[src/rtl/box_sort_classifier.sv]
// Box-size classifier: averages 2^NSAMP_LOG2 ultrasonic echo counts per laser-armed window and lights one band LED.
// Optional per-class tally counters are enabled by defining BOX_TALLY_EN.
module box_sort_classifier #(
  parameter int              CW          = 20,
  parameter int              NSAMP_LOG2  = 2,
  parameter logic [CW-1:0]   L1_MIN      = 20'd14000,
  parameter logic [CW-1:0]   L1_MAX      = 20'd23000,
  parameter logic [CW-1:0]   L2_MIN      = 20'd23500,
  parameter logic [CW-1:0]   L2_MAX      = 20'd30500,
  parameter logic [CW-1:0]   L3_MIN      = 20'd31000,
  parameter logic [CW-1:0]   L3_MAX      = 20'd38000,
  parameter int              HOLD_CYC    = 25_000_000,
  parameter int              TIMEOUT_CYC = 5_000_000
) (
  input  logic          clk,
  input  logic          rst,
  input  logic          laser,
  input  logic [CW-1:0] count,
  input  logic          count_valid,
  output logic          rled,
  output logic          vled,
  output logic          aled,
  output logic          xled,
  output logic          class_valid,
  output logic          timeout_err,
`ifdef BOX_TALLY_EN
  input  logic [2:0]    tally_sel,
  input  logic          tally_clr,
  output logic [15:0]   tally,
`endif
  output logic          busy
);

  localparam int SW = CW + NSAMP_LOG2;
  localparam int TW = $clog2(TIMEOUT_CYC + 1);
  localparam int HW = $clog2(HOLD_CYC + 1);
  localparam logic [TW-1:0] TO_LAST   = TW'(TIMEOUT_CYC - 1);
  localparam logic [HW-1:0] HOLD_LAST = HW'(HOLD_CYC - 1);

  localparam logic [1:0] IDLE     = 2'd0;
  localparam logic [1:0] SAMPLE   = 2'd1;
  localparam logic [1:0] CLASSIFY = 2'd2;
  localparam logic [1:0] HOLD     = 2'd3;

  logic [1:0]            state;
  logic                  laser_meta, laser_sync, laser_prev;
  logic                  laser_edge;
  logic [SW-1:0]         sum;
  logic [NSAMP_LOG2-1:0] samp_cnt;
  logic [TW-1:0]         timer;
  logic [HW-1:0]         hold_cnt;
  logic [CW-1:0]         avg;
  logic [3:0]            leds;       // {x, a, v, r}
  logic [3:0]            class_leds;

  always_ff @(posedge clk or posedge rst) begin
    if (rst) begin
      laser_meta <= 1'b0;
      laser_sync <= 1'b0;
      laser_prev <= 1'b0;
    end else begin
      laser_meta <= laser;
      laser_sync <= laser_meta;
      laser_prev <= laser_sync;
    end
  end

  assign laser_edge = laser_sync & ~laser_prev;
  assign avg        = sum[SW-1:NSAMP_LOG2];

  // Reject has priority over the bands; gaps between bands light nothing.
  always_comb begin
    class_leds = 4'b0000;
    if (avg >= L3_MAX)                      class_leds = 4'b1000;
    else if (avg > L1_MIN && avg < L1_MAX)  class_leds = 4'b0001;
    else if (avg > L2_MIN && avg < L2_MAX)  class_leds = 4'b0010;
    else if (avg > L3_MIN && avg < L3_MAX)  class_leds = 4'b0100;
  end

  always_ff @(posedge clk or posedge rst) begin
    if (rst) begin
      state       <= IDLE;
      sum         <= '0;
      samp_cnt    <= '0;
      timer       <= '0;
      hold_cnt    <= '0;
      leds        <= 4'b0000;
      class_valid <= 1'b0;
      timeout_err <= 1'b0;
    end else begin
      class_valid <= 1'b0;
      case (state)
        IDLE: begin
          if (laser_edge) begin
            state       <= SAMPLE;
            sum         <= '0;
            samp_cnt    <= '0;
            timer       <= '0;
            timeout_err <= 1'b0;
          end
        end
        SAMPLE: begin
          // A strobe on the expiry cycle still counts and restarts the timer.
          if (count_valid) begin
            sum   <= sum + {{NSAMP_LOG2{1'b0}}, count};
            timer <= '0;
            if (&samp_cnt) state <= CLASSIFY;
            else           samp_cnt <= samp_cnt + 1'b1;
          end else if (timer == TO_LAST) begin
            state       <= HOLD;
            hold_cnt    <= '0;
            leds        <= 4'b0000;
            class_valid <= 1'b1;
            timeout_err <= 1'b1;
          end else begin
            timer <= timer + 1'b1;
          end
        end
        CLASSIFY: begin
          state       <= HOLD;
          hold_cnt    <= '0;
          leds        <= class_leds;
          class_valid <= 1'b1;
        end
        HOLD: begin
          if (laser_edge) begin
            state       <= SAMPLE;
            leds        <= 4'b0000;
            sum         <= '0;
            samp_cnt    <= '0;
            timer       <= '0;
            timeout_err <= 1'b0;
          end else if (hold_cnt == HOLD_LAST) begin
            state <= IDLE;
            leds  <= 4'b0000;
          end else begin
            hold_cnt <= hold_cnt + 1'b1;
          end
        end
        default: state <= IDLE;
      endcase
    end
  end

  assign rled = leds[0];
  assign vled = leds[1];
  assign aled = leds[2];
  assign xled = leds[3];
  assign busy = (state != IDLE);

`ifdef BOX_TALLY_EN
  // Counter order: r, v, a, x, none, timeout.
  logic [15:0] tally_cnt [6];
  logic [2:0]  tally_idx;

  always_comb begin
    tally_idx = 3'd4;
    if (timeout_err)  tally_idx = 3'd5;
    else if (leds[0]) tally_idx = 3'd0;
    else if (leds[1]) tally_idx = 3'd1;
    else if (leds[2]) tally_idx = 3'd2;
    else if (leds[3]) tally_idx = 3'd3;
  end

  always_ff @(posedge clk or posedge rst) begin
    if (rst) begin
      for (int i = 0; i < 6; i++) tally_cnt[i] <= '0;
    end else if (tally_clr) begin
      for (int i = 0; i < 6; i++) tally_cnt[i] <= '0;
    end else if (class_valid && tally_cnt[tally_idx] != 16'hffff) begin
      tally_cnt[tally_idx] <= tally_cnt[tally_idx] + 16'd1;
    end
  end

  always_comb begin
    tally = '0;
    if (tally_sel < 3'd6) tally = tally_cnt[tally_sel];
  end
`endif

endmodule
[config.mk]
export PLATFORM = sky130hd
export DESIGN_NAME = box_sort_classifier
export DESIGN_NICKNAME = d
export VERILOG_FILES = /design/src/rtl/box_sort_classifier.sv
export SDC_FILE = /design/constraint.sdc
export NUM_CORES = 1
export LEC_CHECK = 0
export ABC_AREA = 1
export BUFFER_PORTS_ARGS = -buffer_cell sky130_fd_sc_hd__buf_2
export CELL_PAD_IN_SITES_DETAIL_PLACEMENT = 1
export CELL_PAD_IN_SITES_GLOBAL_PLACEMENT = 1
export CORE_MARGIN = 8
export CORE_UTILIZATION = 44
export DETAILED_ROUTE_END_ITERATION = 10
export GPL_ROUTABILITY_DRIVEN = 0
export PLACE_DENSITY_LB_ADDON = 0.08
export REMOVE_ABC_BUFFERS = 1
export SLEW_MARGIN = 20
export SYNTH_ARGS = -nofsm -noshare
export SYNTH_HDL_FRONTEND = slang
export SYNTH_SLANG_ARGS = --single-unit
[constraint.sdc]
create_clock -name clk -period 3.49 [get_ports clk]
set_input_delay 0.698 -clock clk [delete_from_list [all_inputs] [get_ports clk]]
set_output_delay 0.698 -clock clk [all_outputs]
set_load 0.01 [all_outputs]
==> flow_summary.ini <==
[finish]
layout_commonest_cell = nand2_1
final_cell_area_um2 = 7250
area_growth_pct = 9.36
antenna_cells = 0
final_cell_mix = nand2_1, nor2_1, inv_1, dfrtp_1, nand3_1
drive_gt1_frac = 0.0627
nets = 1165

[setup_path]
r2r_start = state[0]
crit_path_max_fanout = 13
crit_type = flop to flop
arrival_ps = 2690
end_kind = flop
r2r_end = sum[2]
critPathLaunchType = flop
crit_path_start = state[0]
reg2reg_depth = 11
ff2ff_setup_slack_ps = 1080
required_ps = 3770

[power]
p_total_mw = 4.84
leakage_nw = 3.68
ir_drop_mv = 0.351
power_density_nw_per_um2 = 668

[route]
drt_iter0_markers = 331
drt_first_pass_iters = 5
viasPerCell = 5.13
wl_per_cell_um = 15.5
vias = 6693
postRouteAntennaNets = 0
drt-total-wl_um = 20200
remaining_drc_errors = 0

[synth]
synth_cell_types = 36
synth_seq_cells = 83
syn-mean-instance-area_um2 = 6.14
seq_area_frac_synth = 0.313
synth-edff-count = 0
async_flop_share = 1.00
syn_inst = 1080
synth.cell_area_um2 = 6630
synth_ff_type = dfrtp_1
yosys_warnings = 0

[timing]
period_minus_slack_ps = 2410
fin_crit_sh = 0.691
worst_slew_pin_slew_ps = 855
timing.hold.ws_ps = 389
finalHoldViolCount = 0
skew_ps = 10.7
rsz0062_at_grt = false
fmax_ghz = 0.415
setup_viol = 0
slew_headroom = 0.430
drv_slew = 0
totalNegativeSetupSlack_ps = 0

[clock_tree]
root_buffer = clkbuf_16
holdBufCountCts = 0
htreeDepth = 3
path_clk_slew_ps = 70
clock_latency_ps = 360
cts_tree = yes
cts_resized = 0
clockBufferDepth = 2
cts_setup_buffers = 0
cts_sinks = 83
numCtsBuffers = 9

[floorplanning]
die_h_um = 139
rows = 45
num_io_pins = 31
core_um2 = 15000
initial_core_util = 0.443
die_x_um = 139
die_area_um2 = 19200

[global_routing]
grt_max_degree = 46
antenna_found_initial = 0
overflow = 0
grt_pass1_vias = 6742
grt.total_usage = 0.215
grt_first_pass_wirelength_um = 34000

[hold_path]
worstHoldEndpoint = laser_sync
min_from = laser_meta
hold_class = flop to flop
worstHoldPathCells = 0

[placement]
port_buffers = 30
hpwl_um = 15900
place_area_um2 = 6980

[run]
maxCapViolCount = 0

[status]
status = completed
-- through the flow --
step            util  worst slack [ps]  instances
2_1_floorplan      -               655       1061
3_3_place_gp   0.466              1080       1288
3_5_place_dp   0.466               994       1288
4_1_cts        0.484              1060       1304
5_1_grt        0.484               773       1304
6_report       0.484              1080       1304
-- how the worst max path moves through the flow --
stage / slack (ps) / depth (start not counted) / end
2_1_floorplan: 660 / 1 / class_valid
3_3_place_gp: 1080 / 14 / sum[16]
3_5_place_dp: 990 / 10 / hold_cnt[6]
4_1_cts: 1060 / 11 / hold_cnt[6]
5_1_grt: 770 / 11 / hold_cnt[9]
6_report: 1080 / 11 / sum[2]
-- worst max-delay path, stage by stage, from the launching register on --
cell     delay (ps)
dfrtp_1         410
inv_1           120
ha_1            320
inv_1           130
nand2_1         110
nand2_1          80
nor2_2           80
buf_4           220
nand2_1         260
inv_2           320
o21ai_0         130
o21ai_0         150
-- kinds of logic (layout without fill, tap and decap cells) --
kind of cell	count (synthesis)	after routing	synth area share
adders and majority gates	30	30	0.0578
and+or+nand+nor	705	705	0.436
AOI/OAI and AO/OA	89	89	0.0713
buffers and inverters	148	184	0.0889
DFF	83	83	0.313
xor gates and xnor gates	25	25	0.0330
-- metal layers --
| metal | track usage | vias up | wire, um |
|---|---|---|---|
| met5 | 0 | - | 0 |
| met4 | 0.0589 | 0 | 246 |
| met3 | 0.0241 | 16 | 614 |
| met2 | 0.336 | 77 | 8800 |
| met1 | 0.309 | 3154 | 10500 |
| li1 | - | 3446 | - |
-- cell type report --
type                       count  area [um^2]
clock buffer                  11          233
multi-input combinational    849         3960
sequential                    83         2080
tap                          188          235
inverter                     129          485
clock inverter                 5         38.8
fill                        2107         7730
timing repair buffer          39          218
-- power breakdown --
| part | internal, mW | total, mW | switching [mW] |
|---|---|---|---|
| Clock | 0.487 | 0.918 | 0.431 |
| Sequential | 1.13 | 1.34 | 0.208 |
| Combinational | 0.735 | 2.58 | 1.85 |
-- Yosys cell counts, types with 4 or more instances --
cell | count | area share
nand2_1 | 412 | 0.23
a21oi_1 | 24 | 0.018
ha_1 | 29 | 0.055
xnor2_1 | 5 | 0.0066
nand3b_1 | 7 | 0.0079
nor3_1 | 10 | 0.0076
dfrtp_1 | 83 | 0.31
or2_2 | 4 | 0.0038
clkbuf_1 | 7 | 0.0040
nand2_2 | 4 | 0.0038
buf_2 | 5 | 0.0038
o21ai_1 | 6 | 0.0045
nor2_1 | 162 | 0.092
xor2_1 | 20 | 0.026
nand4_1 | 23 | 0.022
o21ai_0 | 47 | 0.035
nand3_1 | 73 | 0.055
inv_1 | 126 | 0.071
-- registers in the layout, summed over array words and instances (netlist names) --
name,count
timeout_err,1
leds,4
timer,23
laser_sync,1
hold_cnt,25
state,2
sum,22
laser_meta,1
samp_cnt,2
class_valid,1
laser_prev,1
(Power assumes the default switching activity.)
